==> config.mk <==
export PLATFORM = sky130hd
export DESIGN_NAME = ieee_adder
export DESIGN_NICKNAME = d
export VERILOG_FILES = /design/src/rtl/ieee_adder.sv
export SDC_FILE = /design/constraint.sdc
export NUM_CORES = 1
export LEC_CHECK = 0
export CORE_MARGIN = 2
export CORE_UTILIZATION = 35
export DETAILED_ROUTE_END_ITERATION = 10
export GPL_TIMING_DRIVEN = 0
export PLACE_DENSITY = 0.49
export SLEW_MARGIN = 25
export SYNTH_ARGS = -nofsm -noshare
export SYNTH_HDL_FRONTEND = slang
export SYNTH_SLANG_ARGS = --single-unit
==> constraint.sdc <==
create_clock -name clock_in -period 6.5 [get_ports clock_in]
set_input_delay 1.3 -clock clock_in [delete_from_list [all_inputs] [get_ports clock_in]]
set_output_delay 1.3 -clock clock_in [all_outputs]
set_load 0.005 [all_outputs]
==> src/rtl/ieee_adder.sv <==
// ieee_adder: 2-stage pipelined IEEE-754 binary32 add/subtract, round-to-nearest-even, no handshake.
// Define IEEE_ADDER_SUBNORMAL_EN for gradual underflow; otherwise subnormal inputs/results flush to zero.
module ieee_adder (
  input  logic        clock_in,
  input  logic        reset_in,
  input  logic        add_sub_bit,
  input  logic [31:0] inputA,
  input  logic [31:0] inputB,
  output logic [31:0] outputC
);

  function automatic logic [4:0] lzc27(input logic [26:0] v);
    lzc27 = 5'd27;
    for (int i = 0; i < 27; i++) begin
      if (v[i]) lzc27 = 5'(26 - i);
    end
  endfunction

  // ---------------- Stage 1: unpack, swap, align, add ----------------
  logic [7:0]  w_ea_raw, w_eb_raw, w_ea, w_eb;
  logic [23:0] w_ma, w_mb;
  logic        w_sa, w_sb, w_a_nan, w_b_nan, w_a_inf, w_b_inf;

  assign w_ea_raw = inputA[30:23];
  assign w_eb_raw = inputB[30:23];
  assign w_sa     = inputA[31];
  assign w_sb     = inputB[31] ^ add_sub_bit;
  assign w_a_nan  = (&w_ea_raw) & (|inputA[22:0]);
  assign w_b_nan  = (&w_eb_raw) & (|inputB[22:0]);
  assign w_a_inf  = (&w_ea_raw) & ~(|inputA[22:0]);
  assign w_b_inf  = (&w_eb_raw) & ~(|inputB[22:0]);
  assign w_ea     = (w_ea_raw == 8'd0) ? 8'd1 : w_ea_raw;
  assign w_eb     = (w_eb_raw == 8'd0) ? 8'd1 : w_eb_raw;

`ifdef IEEE_ADDER_SUBNORMAL_EN
  assign w_ma = {|w_ea_raw, inputA[22:0]};
  assign w_mb = {|w_eb_raw, inputB[22:0]};
`else
  assign w_ma = (w_ea_raw == 8'd0) ? 24'd0 : {1'b1, inputA[22:0]};
  assign w_mb = (w_eb_raw == 8'd0) ? 24'd0 : {1'b1, inputB[22:0]};
`endif

  logic        w_a_ge_b, w_s_big, w_eff_sub, w_sign;
  logic [7:0]  w_e_big, w_e_small, w_diff;
  logic [23:0] w_m_big, w_m_small;
  logic [52:0] w_sh_full;
  logic [26:0] w_aligned;
  logic [27:0] w_sum;

  assign w_a_ge_b  = {w_ea, w_ma} >= {w_eb, w_mb};
  assign w_e_big   = w_a_ge_b ? w_ea : w_eb;
  assign w_e_small = w_a_ge_b ? w_eb : w_ea;
  assign w_m_big   = w_a_ge_b ? w_ma : w_mb;
  assign w_m_small = w_a_ge_b ? w_mb : w_ma;
  assign w_s_big   = w_a_ge_b ? w_sa : w_sb;
  assign w_diff    = w_e_big - w_e_small;
  assign w_eff_sub = w_sa ^ w_sb;

  // 27-bit window is {significand, guard, round, sticky}; everything shifted below it ORs into sticky
  assign w_sh_full = {w_m_small, 29'd0} >> w_diff;
  assign w_aligned = (w_diff >= 8'd26) ? {26'd0, |w_m_small}
                                       : {w_sh_full[52:27], w_sh_full[26] | (|w_sh_full[25:0])};
  assign w_sum     = w_eff_sub ? ({1'b0, w_m_big, 3'b000} - {1'b0, w_aligned})
                               : ({1'b0, w_m_big, 3'b000} + {1'b0, w_aligned});
  assign w_sign    = (w_eff_sub && (w_sum == 28'd0)) ? 1'b0 : w_s_big;

  logic [27:0] r_sum;
  logic [7:0]  r_exp;
  logic        r_sign, r_nan, r_inf, r_inf_sign;

  always_ff @(posedge clock_in or posedge reset_in) begin
    if (reset_in) begin
      r_sum      <= '0;
      r_exp      <= '0;
      r_sign     <= 1'b0;
      r_nan      <= 1'b0;
      r_inf      <= 1'b0;
      r_inf_sign <= 1'b0;
    end else begin
      r_sum      <= w_sum;
      r_exp      <= w_e_big;
      r_sign     <= w_sign;
      r_nan      <= w_a_nan | w_b_nan | (w_a_inf & w_b_inf & w_eff_sub);
      r_inf      <= w_a_inf | w_b_inf;
      r_inf_sign <= w_a_inf ? w_sa : w_sb;
    end
  end

  // ---------------- Stage 2: normalise, round, pack ----------------
  logic [4:0]        w_lz, w_shamt;
  logic [26:0]       w_norm;
  logic signed [9:0] w_nexp, w_fexp;
  logic              w_up;
  logic [24:0]       w_mr;
  logic [23:0]       w_mant;
  logic [31:0]       w_result;

  assign w_lz = lzc27(r_sum[26:0]);

`ifdef IEEE_ADDER_SUBNORMAL_EN
  // Stop the left shift at exponent 1 so tiny results land as subnormals
  logic [7:0] w_limit;
  assign w_limit = (r_exp == 8'd0) ? 8'd0 : r_exp - 8'd1;
  assign w_shamt = ({3'd0, w_lz} > w_limit) ? w_limit[4:0] : w_lz;
`else
  assign w_shamt = w_lz;
`endif

  always_comb begin
    w_norm = r_sum[26:0];
    w_nexp = $signed({2'b00, r_exp});
    if (r_sum[27]) begin
      w_norm = {r_sum[27:2], r_sum[1] | r_sum[0]};
      w_nexp = $signed({2'b00, r_exp}) + 10'sd1;
    end else begin
      w_norm = r_sum[26:0] << w_shamt;
      w_nexp = $signed({2'b00, r_exp}) - $signed({5'd0, w_shamt});
    end
  end

  assign w_up   = w_norm[2] & (w_norm[1] | w_norm[0] | w_norm[3]);
  assign w_mr   = {1'b0, w_norm[26:3]} + {24'd0, w_up};
  assign w_mant = w_mr[24] ? w_mr[24:1] : w_mr[23:0];
  assign w_fexp = w_mr[24] ? (w_nexp + 10'sd1) : w_nexp;

  always_comb begin
    w_result = {r_sign, (w_mant[23] ? w_fexp[7:0] : 8'd0), w_mant[22:0]};
    if (r_nan)
      w_result = 32'h7FC0_0000;
    else if (r_inf)
      w_result = {r_inf_sign, 8'hFF, 23'd0};
    else if (w_fexp >= 10'sd255)
      w_result = {r_sign, 8'hFF, 23'd0};
`ifndef IEEE_ADDER_SUBNORMAL_EN
    else if (w_nexp < 10'sd1)
      w_result = {r_sign, 31'd0};
`endif
  end

  always_ff @(posedge clock_in or posedge reset_in) begin
    if (reset_in) outputC <= '0;
    else          outputC <= w_result;
  end

endmodule

Word level (Yosys, flattened, before mapping)
Index checks and enable logic that the tools add are counted.
- latch bits: 0
- output and inout port bits: 32
- memories: 0
- register bits: 72
- memory bits (read-only): 0
- RAM bits: 0
- logic and storage cells: 97
- input bits: 67
- multipliers: 0
- equal/unequal tests: 0
- bitwise gates (word level): 18
- add/sub/neg operators: 7
- order comparisons: 4
- reductions and logical operators: 10
- shift operators: 2
- mux-type cells: 49
- divide/modulo/power cells: 0
- operators with widths (cell ; count):
    $mux 5 ; 26
    $mux 24 ; 5
    $mux 32 ; 2
    $mux 31 ; 2
    $mux 27 ; 2
    $shr 53x8->53 ; 1
    $reduce_or 23->1 ; 2
    $mux 8 ; 5
    $ge 32x32->1 ; 1
    $add 27x27->28 ; 1
    $logic_not 28->1 ; 1
    $mux 28 ; 1
    $sub 27x27->28 ; 1
    $shl 27x5->27 ; 1
    $reduce_or 26->1 ; 1
    $add 24x1->25 ; 1
    $reduce_or 24->1 ; 1
    $mux 10 ; 2
    $logic_not 8->1 ; 2
    $reduce_and 8->1 ; 2
    $add 10x2->10 const B ; 1
    $ge 10x9->1 const B ; 1
    $lt 10x2->1 const B ; 1
    $add 8x1->9 const B ; 1
    9 further kinds ; 26

Longest topological paths before layout
- depth after elaboration: 39
- depth in mapped cells: 58
- gate-level depth less buffers: 46

Worst setup path after synthesis
OpenSTA, ideal clock, no wires.
- kind: input to register
- start point: in inputA[30]
- end point: reg r_sign
- arrival time: 11244 ps
- setup slack: -4864 ps
- data required time: 6380 ps
- stages on the path: 55
- setup time: 120 ps
- buffers on the path: 12
- path through: or4_1 -> nor2_2 -> inv_2 -> clkbuf_1 -> clkbuf_1 -> clkbuf_1 -> clkbuf_1 -> and2_1 -> ha_1 -> nand4_1 -> nor4_1 -> o21ai_0 -> o21a_1 -> clkbuf_1 -> nand2_2 -> buf_2 -> buf_2 -> buf_2 -> (+19 left out) -> o21bai_1 -> a21o_1 -> a21oi_1 -> o21bai_1 -> a21oi_1 -> o21bai_1 -> a21oi_1 -> o311a_1 -> o211ai_1 -> nand3_1 -> nand2_1 -> xnor2_1 -> nand4b_1 -> and3_1 -> or4_1 -> nor4_1 -> and4b_1 -> nor3_1
- word-level cells in the longest chain between the ends: 14
- elaborated cells on any way between the ends: 22
- classes of those cells: 3 x add/sub; 2 x order compare; 1 x shift; 10 x mux; 1 x bitwise; 5 x reduce/logical
- ends and longest elaborated chain (what ; line ; source):
    from (decl) ; 7 ; input logic [31:0] inputA,
    $logic_not 8->1 ; 32, 39 ;
    $mux 24 / $mux 8 (equally long branches) ; 39, 32 ;
    $ge 32x32->1 ; 50 ; assign w_a_ge_b = {w_ea, w_ma} >= {w_eb, w_mb};
    $mux 8 (on tied branches) ; 51, 52 ;
    $sub 8x8->8 ; 56 ; assign w_diff = w_e_big - w_e_small;
    $shr 53x8->53 ; 60 ; assign w_sh_full = {w_m_small, 29'd0} >> w_diff;
    $reduce_or 26->1 ; 62 ; : {w_sh_full[52:27], w_sh_full[26] | (|w_sh_full[25:0])};
    $or 1x1->1 ; 62 ;
    $mux 27 ; 61 ; assign w_aligned = (w_diff >= 8'd26) ? {26'd0, |w_m_small}
    $add 27x27->28 / $sub 27x27->28 (equally long branches) ; 64, 63 ;
    $mux 28 * ; 63 ; assign w_sum = w_eff_sub ? ({1'b0, w_m_big, 3'b000} - {1'b0, w_aligned})
    net w_sum[21] ; 48 ; logic [27:0] w_sum;
    $logic_not 28->1 * ; 65 ; assign w_sign = (w_eff_sub && (w_sum == 28'd0)) ? 1'b0 : w_s_big;
    $logic_and 1x1->1 * ; 65 ;
    $mux 1 * ; 65 ;
    net w_sign ; 43 ; logic w_a_ge_b, w_s_big, w_eff_sub, w_sign;
    to (signal assigned) ; 82 ; r_sign <= w_sign;
    to (decl) ; 69 ; logic r_sign, r_nan, r_inf, r_inf_sign;
Mark *: on every way through the listed nets, which the timed path passes. The rest lies on a longest branch.

Worst setup path in the final report
- start point: in inputB[25]
- end point: reg r_sign
- word-level cells in the longest chain between the ends: 14
- elaborated cells on any way between the ends: 22
- classes of those cells: 3 x add/sub; 2 x order compare; 1 x shift; 10 x mux; 1 x bitwise; 5 x reduce/logical
- ends and longest elaborated chain (what ; line ; source):
    from (decl) ; 8 ; input logic [31:0] inputB,
    $logic_not 8->1 ; 33, 40 ;
    $mux 24 / $mux 8 (equally long branches) ; 40, 33 ;
    $ge 32x32->1 ; 50 ;
    $mux 8 (on tied branches) ; 51, 52 ;
    $sub 8x8->8 ; 56 ;
    $shr 53x8->53 ; 60 ;
    $reduce_or 26->1 ; 62 ;
    $or 1x1->1 ; 62 ;
    $mux 27 ; 61 ;
    $add 27x27->28 / $sub 27x27->28 (equally long branches) ; 64, 63 ;
    $mux 28 * ; 63 ;
    net w_sum[21] ; 48 ;
    $logic_not 28->1 * ; 65 ;
    $logic_and 1x1->1 * ; 65 ;
    $mux 1 * ; 65 ;
    net w_sign ; 43 ;
Marks and branches as above.

==> results.tsv <==
stage	metric	value	unit
outcome	status	complete, but fails checks	
outcome	failing checks	negative setup slack	
drt	drt pass-1 iters	6	
floorplan	io pins	99	
clock_network	TritonCTS clock tree	done	
logic_synthesis	Synth Area in Compound Gates	0.3084	
drt	routed vias/inst	6.340	
finish	commonest non-fill, non-tap cell in the layout	nand2_1	
drt	via count	17040	
floorplan	Die Ht	203.1	µm
timing	Hold Violations, Final	0	
pwr	peak supply drop	0.1457	mV
critical_path	Slowest cell on crit path	or4_4	
logic_synthesis	Post-Synthesis Net Count	2107	
placement	Placed Instances	2565	
logic_synthesis	synth warn	0	
placement	PortBufs	98	
min_path	worst hold start	r_sign	
timing	Fmax	0.09149	GHz
floorplan	row count	72	
critical_path	CP Class	input pin to register	
global_route	global-route wire length before repair	105.0	mm
clock_network	clk root buf	clkbuf_16	
global_route	initial antenna violation count	0	
logic_synthesis	number of flops mapped to enable cells by yosys	0	
pwr	Power Dens Cells	291.8	nW/µm²
global_route	vias in the first global route	16440	
timing	worst-margin pin slew	0.9689	ns
timing	final setup fails	29	
min_path	worst hold path endpoint	outputC[31]	
global_route	total congestion overflow	0	
floorplan	die width	203.1	µm
finish	nets	2323	
timing	Max Slew Vio Count	0	
placement	gpl congestion	0.9872	
logic_synthesis	Post-synth ARST share	1.000	
logic_synthesis	largest family of logic cells by synthesized area	compound AO/OA/AOI/OAI gates	
logic_synthesis	Mean Syn Cell Area	7.125	µm²
logic_synthesis	Distinct cells, synth	105	
drt	routed len/inst	25.99	µm
finish	Layout area overhead	34.38	%
logic_synthesis	Mapped Area	13880	µm²
logic_synthesis	Mapped Cells	1948	
timing	final worst setup slack	-4.430	ns
floorplan	Die ar.	41260	µm²
logic_synthesis	Synth Area in XOR/XNOR	0.03840	
clock_network	CTS Buf Count	9	
finish	post-route non-filler standard cell count	2687	
critical_path	reg2reg end	outputC[29]	
drt	WL final	69.85	mm
logic_synthesis	Simple-Gate Fraction of Synth Area	0.2740	
critical_path	crit start category	input pin	
logic_synthesis	mux cell area share after synthesis	0.1026	
flow_run	Max-Cap Viols	0	
critical_path	Critical Path RT	6.73	ns
clock_network	clock sinks	72	
drt	Final ANT Viol Nets	0	
clock_network	worst skew pair latency	0.35	ns
global_route	largest net degree at the start of global routing	41	
critical_path	crit path max fanout	6	
logic_synthesis	Yosys reg bits	72	
global_route	Total GRT Usage	0.3342	
critical_path	Crit Reg-Reg Startpoint	r_sum[4]	
critical_path	R2R setup slack	0.31	ns
drt	# DRC	0	
min_path	Hold Path Class	register to register	
drt	Detailed Route Iter0 Violations	1506	
finish	Fillers	4022	
clock_network	Max clock buf depth	2	
timing	Layout Skew	0.007753	ns
finish	n_diodes	0	
critical_path	R2R cell count	26	
floorplan	Starting Density	0.3566	
critical_path	CP Capture Type	register	
critical_path	CP peak stage delay	0.45	ns
placement	post-DP HPWL	55.22	mm
finish	share of layout cells above drive strength 1	0.2434	
clock_network	clk slew on worst S/H paths	0.06	ns
timing	fin crit period	10.93	ns
timing	Final TNS setup	-82.72	ns
timing	fin crit share	1.682	
finish	commonest cells after routing, fill and taps aside	211 x nand2_1, 172 x nor2_1, 103 x a21oi_1, 100 x buf_4, 88 x o21ai_0	
floorplan	core area	38920	µm²
logic_synthesis	Synth Area in Adders	0.08402	
logic_synthesis	sequential area share after synthesis	0.1298	
critical_path	critical path arrival	11.16	ns
clock_network	H-tree Lvls	3	
pwr	P_leak	7.480	nW
min_path	hold path depth	2	
timing	slew margin rel.	0.3374	
timing	unrepaired setup endpoints after global routing	true	
logic_synthesis	top_reg_cell synth	dfrtp_1	
==> layout make-up <==
cell class,instances,area [µm²],area share
clock buffers,10,229.0,0.01228
flip-flops and latches,72,1805,0.09680
plain buffers,123,895.9,0.04803
inverters,94,360.3,0.01932
multi-input cells,1650,12720,0.6820
repair buffers,214,1951,0.1046
well taps,518,648.1,0.03475
clock inverters,6,42.54,0.002281
==> worst max-delay path, delay by kind of cell <==
kind / cells / cell delay (ns)
adders and majority gates: 4 / 0.89
and+or+nand+nor: 18 / 3.93
muxes: 1 / 0.12
AOI/OAI and AO/OA: 16 / 2.93
buffers and inverters: 14 / 1.85
xor gates and xnor gates: 1 / 0.13
==> worst max-delay path by stage <==
| stage | depth (start not counted) | endpoint | slack [ns] | from |
|---|---|---|---|---|
| 5_1_grt | 54 | r_sign | -4.74 | inputA[27] |
| 6_report | 54 | r_sign | -4.43 | inputB[25] |
| 4_1_cts | 55 | r_sign | -4.33 | inputA[23] |
| 2_1_floorplan | 55 | r_sign | -3.70 | inputA[27] |
| 3_5_place_dp | 55 | r_sign | -7.32 | inputA[29] |
| 3_3_place_gp | 55 | r_sign | -7.45 | inputA[25] |
==> flip-flops by register name (all words and copies together), names as in the netlist <==
name / count
r_inf: 1
r_inf_sign: 1
r_nan: 1
r_sign: 1
r_sum: 28
outputC: 32
r_exp: 8
==> power breakdown <==
group	total [mW]	internal, mW	switching, mW
clock network	0.456	0.259	0.197
logic	4.17	1.69	2.49
registers	0.811	0.623	0.188
==> Yosys cell counts, types with 22 or more instances <==
cell,instances,share of area
xnor2_1,43,0.027
and2_1,39,0.018
o21ai_0,119,0.043
a21oi_1,127,0.046
or3_1,22,0.0099
nor3_1,67,0.024
clkbuf_1,108,0.029
mux2i_1,59,0.043
o211ai_1,33,0.018
a211oi_1,42,0.023
nor2_1,182,0.049
dfrtp_1,72,0.13
mux4_2,24,0.039
nor4_1,26,0.012
mux2_2,26,0.021
nand2_1,232,0.063
nand3_1,53,0.019
nand4_1,33,0.015
o21bai_1,23,0.012
a21o_1,23,0.012
ha_1,90,0.081
inv_1,87,0.024
o31ai_1,24,0.013
==> metrics by stage <==
step	total power [mW]	instance area, µm²	utilization	hold slack [ns]	setup WS [ns]
finish	5.442	18650	0.4793	0.4892	-4.430
floorplan	3.054	14330	-	0.4612	-3.697
global placement	4.389	15960	0.4100	0.4832	-7.452
CTS	5.165	17880	0.4593	0.4999	-4.328
detailed placement	4.371	15990	0.4108	0.4923	-7.321
global route	5.763	18650	0.4793	0.5152	-4.736
==> kinds of logic after synthesis <==
logic type               Yosys count
adder cells (fa/ha/maj)           92
buffers and inverters            226
XOR/XNOR                          60
AND/OR/NAND/NOR                  778
flip-flops                        72
AO/OA/AOI/OAI                    611
multiplexers                     109
==> repair_timing <==
item                                    4_1_cts  5_1_grt
endpoints found under the setup margin       68       59
pin swaps                                    89       86
hold buffers                                  0        0
buffers inserted                             90       47
gates cloned                                  2        2
gates resized for setup                     292      132
==> layer usage <==
layer	part of all wire	track usage
met1	0.41	0.4172
met2	0.47	0.5777
met3	0.068	0.04171
met4	0.052	0.1465
met5	0	0
(Power assumes the default switching activity.)
